[config.mk]
export PLATFORM = sky130hd
export DESIGN_NAME = branch_resolve_ctrl
export DESIGN_NICKNAME = d
export VERILOG_FILES = /design/src/rtl/branch_resolve_ctrl.sv
export SDC_FILE = /design/constraint.sdc
export NUM_CORES = 1
export LEC_CHECK = 0
export BUFFER_PORTS_ARGS = -buffer_cell sky130_fd_sc_hd__buf_4
export CAP_MARGIN = 20
export CORE_UTILIZATION = 47
export CTS_CLUSTER_SIZE = 14
export DETAILED_ROUTE_END_ITERATION = 12
export PLACE_DENSITY = 0.81
export SLEW_MARGIN = 0
export SYNTH_ARGS = -nofsm -noshare
export SYNTH_HDL_FRONTEND = slang
export SYNTH_SLANG_ARGS = --single-unit
[constraint.sdc]
create_clock -name clk -period 3.4 [get_ports clk]
set_input_delay 0.68 -clock clk [delete_from_list [all_inputs] [get_ports clk]]
set_output_delay 0.68 -clock clk [all_outputs]
set_load 0.01 [all_outputs]
[src/rtl/branch_resolve_ctrl.sv]
// ID-stage branch sequencer: holds a branch until its sources are forwardable, then resolves and redirects.
// Latency: resolve/redirect are combinational in the first hazard-free cycle; stats and flags update at the next edge.
// Backpressure: stall follows the live hazard (Mealy) and holds PC/IF/ID; an external flush (br_valid=0) abandons the branch.
module branch_resolve_ctrl #(
    parameter int CNT_W     = 16,
    parameter int MAX_STALL = 8
) (
    input  logic             clk,
    input  logic             reset,
    input  logic             br_valid,
    input  logic [2:0]       br_bcp,
    input  logic [4:0]       br_rs,
    input  logic [4:0]       br_rt,
    input  logic             br_uses_rt,
    input  logic [31:0]      br_target,
    input  logic             ex_wr,
    input  logic [4:0]       ex_wa,
    input  logic             mem_wr,
    input  logic [4:0]       mem_wa,
    input  logic             mem_ready,
    input  logic             cmp_zero,
    output logic [2:0]       cmp_bcp,
    output logic             stall,
    output logic             redirect,
    output logic [31:0]      redirect_pc,
    output logic             bad_bcp,
    output logic             hang_err,
    output logic [CNT_W-1:0] br_cnt,
    output logic [CNT_W-1:0] taken_cnt
);

    typedef enum logic {
        IDLE  = 1'b0,
        STALL = 1'b1
    } state_t;

    localparam logic [CNT_W-1:0] CNT_ONE  = CNT_W'(1);
    localparam logic [CNT_W-1:0] CNT_MAX  = '1;
    localparam logic [CNT_W-1:0] STALL_LIM = CNT_W'(MAX_STALL);

    state_t             state_q, state_d;
    logic [CNT_W-1:0]   stall_cnt_q, stall_cnt_d;
    logic [CNT_W-1:0]   br_cnt_q, br_cnt_d;
    logic [CNT_W-1:0]   taken_cnt_q, taken_cnt_d;
    logic               bad_bcp_q, bad_bcp_d;
    logic               hang_err_q, hang_err_d;

    logic               ex_hit;
    logic               mem_hit;
    logic               hz;
    logic               resolve;
    logic               bcp_legal;

    // Source-register hazard: EX never forwards to ID, MEM only when its result is ready.
    always_comb begin
        ex_hit  = (ex_wa != 5'd0) &&
                  ((ex_wa == br_rs) || (br_uses_rt && (ex_wa == br_rt)));
        mem_hit = (mem_wa != 5'd0) &&
                  ((mem_wa == br_rs) || (br_uses_rt && (mem_wa == br_rt)));
        hz      = br_valid && ((ex_wr && ex_hit) || (mem_wr && !mem_ready && mem_hit));
    end

    // Next-state, stall watchdog, statistics and comparator/PC outputs.
    always_comb begin
        state_d     = IDLE;
        stall_cnt_d = '0;
        br_cnt_d    = br_cnt_q;
        taken_cnt_d = taken_cnt_q;
        bad_bcp_d   = bad_bcp_q;
        hang_err_d  = hang_err_q;

        bcp_legal   = (br_bcp[2:1] != 2'b11);
        resolve     = br_valid && !hz;

        stall       = hz;
        cmp_bcp     = br_valid ? br_bcp : 3'b000;
        redirect_pc = br_valid ? br_target : 32'd0;
        redirect    = resolve && cmp_zero && bcp_legal;

        case (state_q)
            IDLE: begin
                if (hz) begin
                    state_d     = STALL;
                    stall_cnt_d = CNT_ONE;
                end
            end
            STALL: begin
                if (hz) begin
                    state_d     = STALL;
                    stall_cnt_d = (stall_cnt_q >= STALL_LIM) ? STALL_LIM
                                                             : stall_cnt_q + CNT_ONE;
                end
            end
            default: begin
                state_d = IDLE;
            end
        endcase

        // Watchdog fires on the edge that closes the MAX_STALL-th consecutive stall cycle.
        if (hz && (stall_cnt_d == STALL_LIM)) begin
            hang_err_d = 1'b1;
        end

        if (br_valid && !bcp_legal) begin
            bad_bcp_d = 1'b1;
        end

        if (resolve && (br_cnt_q != CNT_MAX)) begin
            br_cnt_d = br_cnt_q + CNT_ONE;
        end
        if (redirect && (taken_cnt_q != CNT_MAX)) begin
            taken_cnt_d = taken_cnt_q + CNT_ONE;
        end
    end

    // State and statistics registers with synchronous reset.
    always_ff @(posedge clk) begin
        if (reset) begin
            state_q     <= IDLE;
            stall_cnt_q <= '0;
            br_cnt_q    <= '0;
            taken_cnt_q <= '0;
            bad_bcp_q   <= 1'b0;
            hang_err_q  <= 1'b0;
        end else begin
            state_q     <= state_d;
            stall_cnt_q <= stall_cnt_d;
            br_cnt_q    <= br_cnt_d;
            taken_cnt_q <= taken_cnt_d;
            bad_bcp_q   <= bad_bcp_d;
            hang_err_q  <= hang_err_d;
        end
    end

    assign bad_bcp   = bad_bcp_q;
    assign hang_err  = hang_err_q;
    assign br_cnt    = br_cnt_q;
    assign taken_cnt = taken_cnt_q;

endmodule
==> results of run 1 <==
-- logic make-up after synthesis --
logic type | synth area share
AND/OR/NAND/NOR | 0.332
AO/OA/AOI/OAI | 0.133
flip-flops | 0.365
buffers and inverters | 0.0403
XOR/XNOR | 0.0658
multiplexers | 0.0439
adder cells (fa/ha/maj) | 0.0179
other | 0.00134
-- per-stage QoR --
step	utilization	cells	hold WS (ns)	power, W
6_report	0.711	541	0.469	0.00128
5_1_grt	0.711	541	0.502	0.00133
4_1_cts	0.711	541	0.478	0.00129
3_5_place_dp	0.689	533	0.455	0.000849
3_3_place_gp	0.689	533	0.454	0.000843
2_1_floorplan	-	344	0.445	0.000730
-- report_power, final --
group	leakage [nW]	switching (W)	internal (W)	total, W
sequential	0.416	0.00000794	0.000609	0.000617
combinational	1.24	0.0000979	0.000120	0.000218
clock	0.0618	0.000202	0.000242	0.000444
total	1.72	0.000308	0.000971	0.00128
-- worst min-delay path by stage --
stage	start	end	slack, ns	cells after the start
global route	hang_err	hang_err	0.50	1
detailed placement	hang_err	hang_err	0.46	1
floorplan	state_q	stall_cnt_q[2]	0.45	2
global placement	hang_err	hang_err	0.45	1
CTS	hang_err	hang_err	0.48	1
finish	hang_err	hang_err	0.47	1
-- per-layer routing --
| metal | global-route usage | wire (µm) |
|---|---|---|
| met1 | 0.292 | 3130 |
| met2 | 0.381 | 3620 |
| met3 | 0.0563 | 473 |
| met4 | 0.0636 | 89 |
| met5 | 0 | 0 |
-- final cells by class --
type / instances / area share
Multi-Input combinational cell: 265 / 0.427
Sequential cell: 51 / 0.256
Clock inverter: 2 / 0.00973
Clock buffer: 6 / 0.0207
Timing Repair Buffer: 135 / 0.254
Inverter: 10 / 0.00942
Tap cell: 72 / 0.0226
-- critical path: cells and delay by family --
| family | cells | cell delay, ns |
|---|---|---|
| AOI/OAI and AO/OA | 2 | 0.69 |
| buffers and inverters | 2 | 0.27 |
| and+or+nand+nor | 2 | 0.67 |
-- cells in the final DEF, fill, tap and decap left out, drive strengths merged, types with 5 or more instances in the layout --
master | synthesis | final
o21ai | 5 | 5
nand2 | 22 | 22
nor3 | 6 | 6
and3 | 7 | 7
dfxtp | 51 | 51
buf | 1 | 135
nand3 | 14 | 14
or4 | 10 | 10
nor2 | 20 | 20
nor2b | 9 | 9
o31ai | 9 | 9
conb | 1 | 12
or3 | 5 | 5
mux2 | 10 | 10
a21oi | 17 | 17
and2 | 38 | 38
clkbuf | 17 | 6
nand4 | 9 | 9
xnor2 | 20 | 20
nor4 | 7 | 7
o41ai | 7 | 7
inv | 10 | 11
-- flip-flops by register name (all words and copies together) (netlist names) --
name / flops
br_cnt: 16
hang_err: 1
stall_cnt_q: 16
state_q: 1
taken_cnt: 16
bad_bcp: 1
==> flow_summary.yaml, run 1 <==
sta:
  max_freq_mhz: 335
  tns_ns: 0
  rsz0062_at_grt: "false"
  timing.final.ws_setup_ns: 0.411
  hold_viol: 0
  fin_skew_ns: 0.0101
  relSlewSlack: 0.501
  post-route-period-util: 0.879
  setup_violations: 0
  maxSlewViolCount: 0
  tightest_slew_ns: 0.746
  min_period_ns: 2.99
routing:
  drt_pre_antenna_iters: 4
  ant_nets: 0
  drt-total-wl_mm: 7.31
  num_vias: 2904
  drtIter0Drc: 147
  drc: 0
  vias_per_cell: 5.37
  wl_per_cell_um: 13.5
setup_path:
  endpoint_kind: "primary output"
  crit_end: "redirect"
  critPathLaunchType: "input pin"
  cp-startpoint: "ex_wa[1]"
  path_class: "input pin to primary output"
  path_common_cell: "buf_4"
  critPathMaxFanout: 14
  worstPathArrival_ns: 2.31
  cp.required_ns: 2.72
  r2r_cells: 7
  cp_slowest_cell: "or4_1"
  reg2reg_to: "taken_cnt[14]"
  r2r_slack_ns: 1.02
  reg2reg_from: "taken_cnt[0]"
  max_stage_delay_ns: 0.52
  crit_chain: "buf_4 -> or4_1 -> o21a_1 -> a221o_1 -> nor2_1 -> buf_4"
floorplan:
  fp.coreArea_um2: 5610
  io_pins: 134
  die_area_um2: 6260
  rows: 27
  start_util: 0.498
  die_x_um: 79.1
  die_y_um: 79.1
grt:
  track_usage: 0.228
  grt_pass1_vias: 2487
  gr-total-overflow: 0
  grt_max_degree: 46
  grt_pass1_wl_mm: 11.4
  antenna_found_initial: 0
logic_synthesis:
  synth_edf_count: 0
  ys_async_sr_fraction: 0
  synth.cell_area_um2: 2790
  synth.largest_area_cell: "dfxtp_1"
  avgSynthCellArea_um2: 8.39
  ys.flop_type: "dfxtp_1"
  syn_inst: 333
  yosysMostFrequentCell: "dfxtp_1"
  ys_ff_latch: 51
  yosys-top-cells-count: "51 x dfxtp_1, 38 x and2_1, 22 x nand2_1"
  yosys-top-cells-area: "dfxtp_1 37%, and2_1 8.5%, xnor2_1 6.3%"
  ys_types: 42
  synth_top_area_frac: 0.365
  yosysSeqAreaShare: 0.365
  yosysWarnings: 0
placement:
  gp_congestion: 0.840
  dp_slack_ns: 0.238
  place_hpwl_mm: 5.56
  dpl_cell_area_um2: 3860
  portBuffers: 133
cts:
  post_cts_buffers: 0
  clkTransAtPathRegs_ns: 0.09
  cts.repair.resized: 0
  cts_tree: "yes"
  numCtsBuffers: 5
  root_buffer: "clkbuf_8"
  clk_latency_ns: 0.30
  cts_sinks: 51
  postCtsHoldBufs: 0
  ctsLongestPathBuffers: 2
  cts_max_level: 2
finish:
  final_layout_size_suffix_gt1_frac: 0.343
  fill_cells: 464
  postLayoutCellArea_um2: 3990
  syn2layout_area_growth_pct: 42.6
  seqCellArea_um2: 1020
  multi_input_area_um2: 1700
  antenna_cells: 0
  fin_nets: 535
outcome:
  status: "finished, final reports clean"
min_path:
  hold_path_class: "flip-flop to flip-flop"
power_and_ir_drop:
  p_leak_nw: 1.72
  vdd_drop_max_uv: 355
  p_per_area_nw_per_um2: 321
job:
  cap_violations: 0
Power figures use the tool's default switching activity.
==> run 2, diff against run 1 <==
--- a/config.mk
+++ b/config.mk
@@ -7,10 +7,11 @@
 export LEC_CHECK = 0
 export BUFFER_PORTS_ARGS = -buffer_cell sky130_fd_sc_hd__buf_4
 export CAP_MARGIN = 20
+export CORE_MARGIN = 2
 export CORE_UTILIZATION = 47
 export CTS_CLUSTER_SIZE = 14
 export DETAILED_ROUTE_END_ITERATION = 12
-export PLACE_DENSITY = 0.81
+export PLACE_DENSITY = 0.84
 export SLEW_MARGIN = 0
 export SYNTH_ARGS = -nofsm -noshare
 export SYNTH_HDL_FRONTEND = slang
==> flow_summary.yaml, run 2 (synthesis results as in run 1) <==
routing:
  drt_pre_antenna_iters: 5
  wl_per_cell_um: 13.7
  vias_per_cell: 5.39
  ant_nets: 0
  num_vias: 2937
  drt-total-wl_mm: 7.46
  drc: 0
  drtIter0Drc: 170
sta:
  rsz0062_at_grt: "false"
  hold_viol: 0
  tns_ns: 0
  max_freq_mhz: 339
  fin_skew_ns: 0.00733
  setup_violations: 0
  post-route-period-util: 0.867
  tightest_slew_ns: 0.772
  maxSlewViolCount: 0
  relSlewSlack: 0.485
  min_period_ns: 2.95
setup_path:
  r2r_slack_ns: 1.00
  endpoint_kind: "primary output"
  worstPathArrival_ns: 2.27
  path_class: "input pin to primary output"
  cp-startpoint: "ex_wa[1]"
  reg2reg_to: "taken_cnt[14]"
  cp.required_ns: 2.72
  critPathMaxFanout: 17
  critPathLaunchType: "input pin"
  crit_end: "stall"
  reg2reg_from: "taken_cnt[0]"
  r2r_cells: 7
placement:
  place_hpwl_mm: 5.66
  gp_congestion: 0.761
  dpl_cell_area_um2: 3870
  portBuffers: 133
finish:
  fill_cells: 466
  syn2layout_area_growth_pct: 42.1
  postLayoutCellArea_um2: 3970
  final_layout_size_suffix_gt1_frac: 0.345
  multi_input_area_um2: 1700
  final_common_cell: "buf_4"
  mostFrequentLayoutCells: "136 x buf_4, 51 x dfxtp_1, 38 x and2_1"
  fin_nets: 536
  seqCellArea_um2: 1020
  antenna_cells: 0
floorplan:
  rows: 28
  die_area_um2: 6580
  die_x_um: 81.1
  start_util: 0.480
  fp.coreArea_um2: 5820
  io_pins: 134
  die_y_um: 81.1
cts:
  numCtsBuffers: 5
  ctsLongestPathBuffers: 2
  post_cts_buffers: 0
  postCtsHoldBufs: 0
  cts_sinks: 51
  root_buffer: "clkbuf_8"
  cts_max_level: 2
  cts.repair.resized: 0
  clk_latency_ns: 0.31
  cts_tree: "yes"
  clkTransAtPathRegs_ns: 0.10
grt:
  gr-total-overflow: 0
  grt_max_degree: 46
  antenna_found_initial: 0
  track_usage: 0.224
  grt_pass1_vias: 2613
  grt_pass1_wl_mm: 11.7
power_and_ir_drop:
  p_int_w: 0.000882
  fin_total_pwr_w: 0.00121
  p_leak_nw: 1.71
  switching_power_w: 0.000326
  seqPwrFrac: 0.511
  vdd_drop_max_uv: 307
  pwr-share-comb: 0.182
  switching_share: 0.270
  p_per_area_nw_per_um2: 304
  clockPowerShare: 0.307
job:
  cap_violations: 0
min_path:
  hold_depth: 1
  hold_path_class: "flip-flop to flip-flop"
outcome:
  status: "finished, final reports clean"
run 2: cell types whose count changed in the layout (fill, tap and decap cells not counted):
cell / delta
clkinvlp_4: +1
inv_8: +1
clkbuf_8: -1
clkinv_4: +1
bufinv_16: -1
buf_4: +1
inv_6: -1
run 2: routing by layer:
| layer | wire length [µm] | track usage |
|---|---|---|
| met1 | 3060 | 0.284 |
| met2 | 3790 | 0.376 |
| met3 | 482 | 0.0433 |
| met4 | 119 | 0.0881 |
| met5 | 0 | 0 |
run 2: worst min-delay path by stage:
stage,endpoint,startpoint
after floorplan,stall_cnt_q[2],state_q
after global placement,bad_bcp,bad_bcp
after detailed placement,hang_err,hang_err
after CTS,hang_err,hang_err
after global routing,hang_err,hang_err
final,hang_err,hang_err
run 2: layout make-up:
cell class	instances	share of cell area
Multi-Input combinational cell	265	0.428
Sequential cell	51	0.257
Timing Repair Buffer	136	0.257
Tap cell	75	0.0236
Clock buffer	5	0.0173
Inverter	10	0.00945
Clock inverter	3	0.00693
run 2: power by group through the flow:
stage / logic [W] / registers (W) / clock network (W)
after floorplan: 0.0000992 / 0.000631 / 0
after global placement: 0.000212 / 0.000631 / 0
after detailed placement: 0.000219 / 0.000632 / 0
after CTS: 0.000221 / 0.000618 / 0.000379
after global routing: 0.000240 / 0.000620 / 0.000404
final: 0.000220 / 0.000618 / 0.000371
run 2: critical path: stages:
cell,delay [ns]
buf_4,0.13
or4_1,0.52
o21a_1,0.20
a22o_1,0.37
and2_1,0.23
buf_4,0.14
run 2: through the flow:
stage	setup slack (ns)	utilization	cells	hold slack, ns
after floorplan	0.496	-	344	0.445
after global placement	0.466	0.666	537	0.453
after detailed placement	0.456	0.666	537	0.462
after CTS	0.448	0.683	545	0.482
after global routing	0.327	0.683	545	0.489
final	0.452	0.683	545	0.476
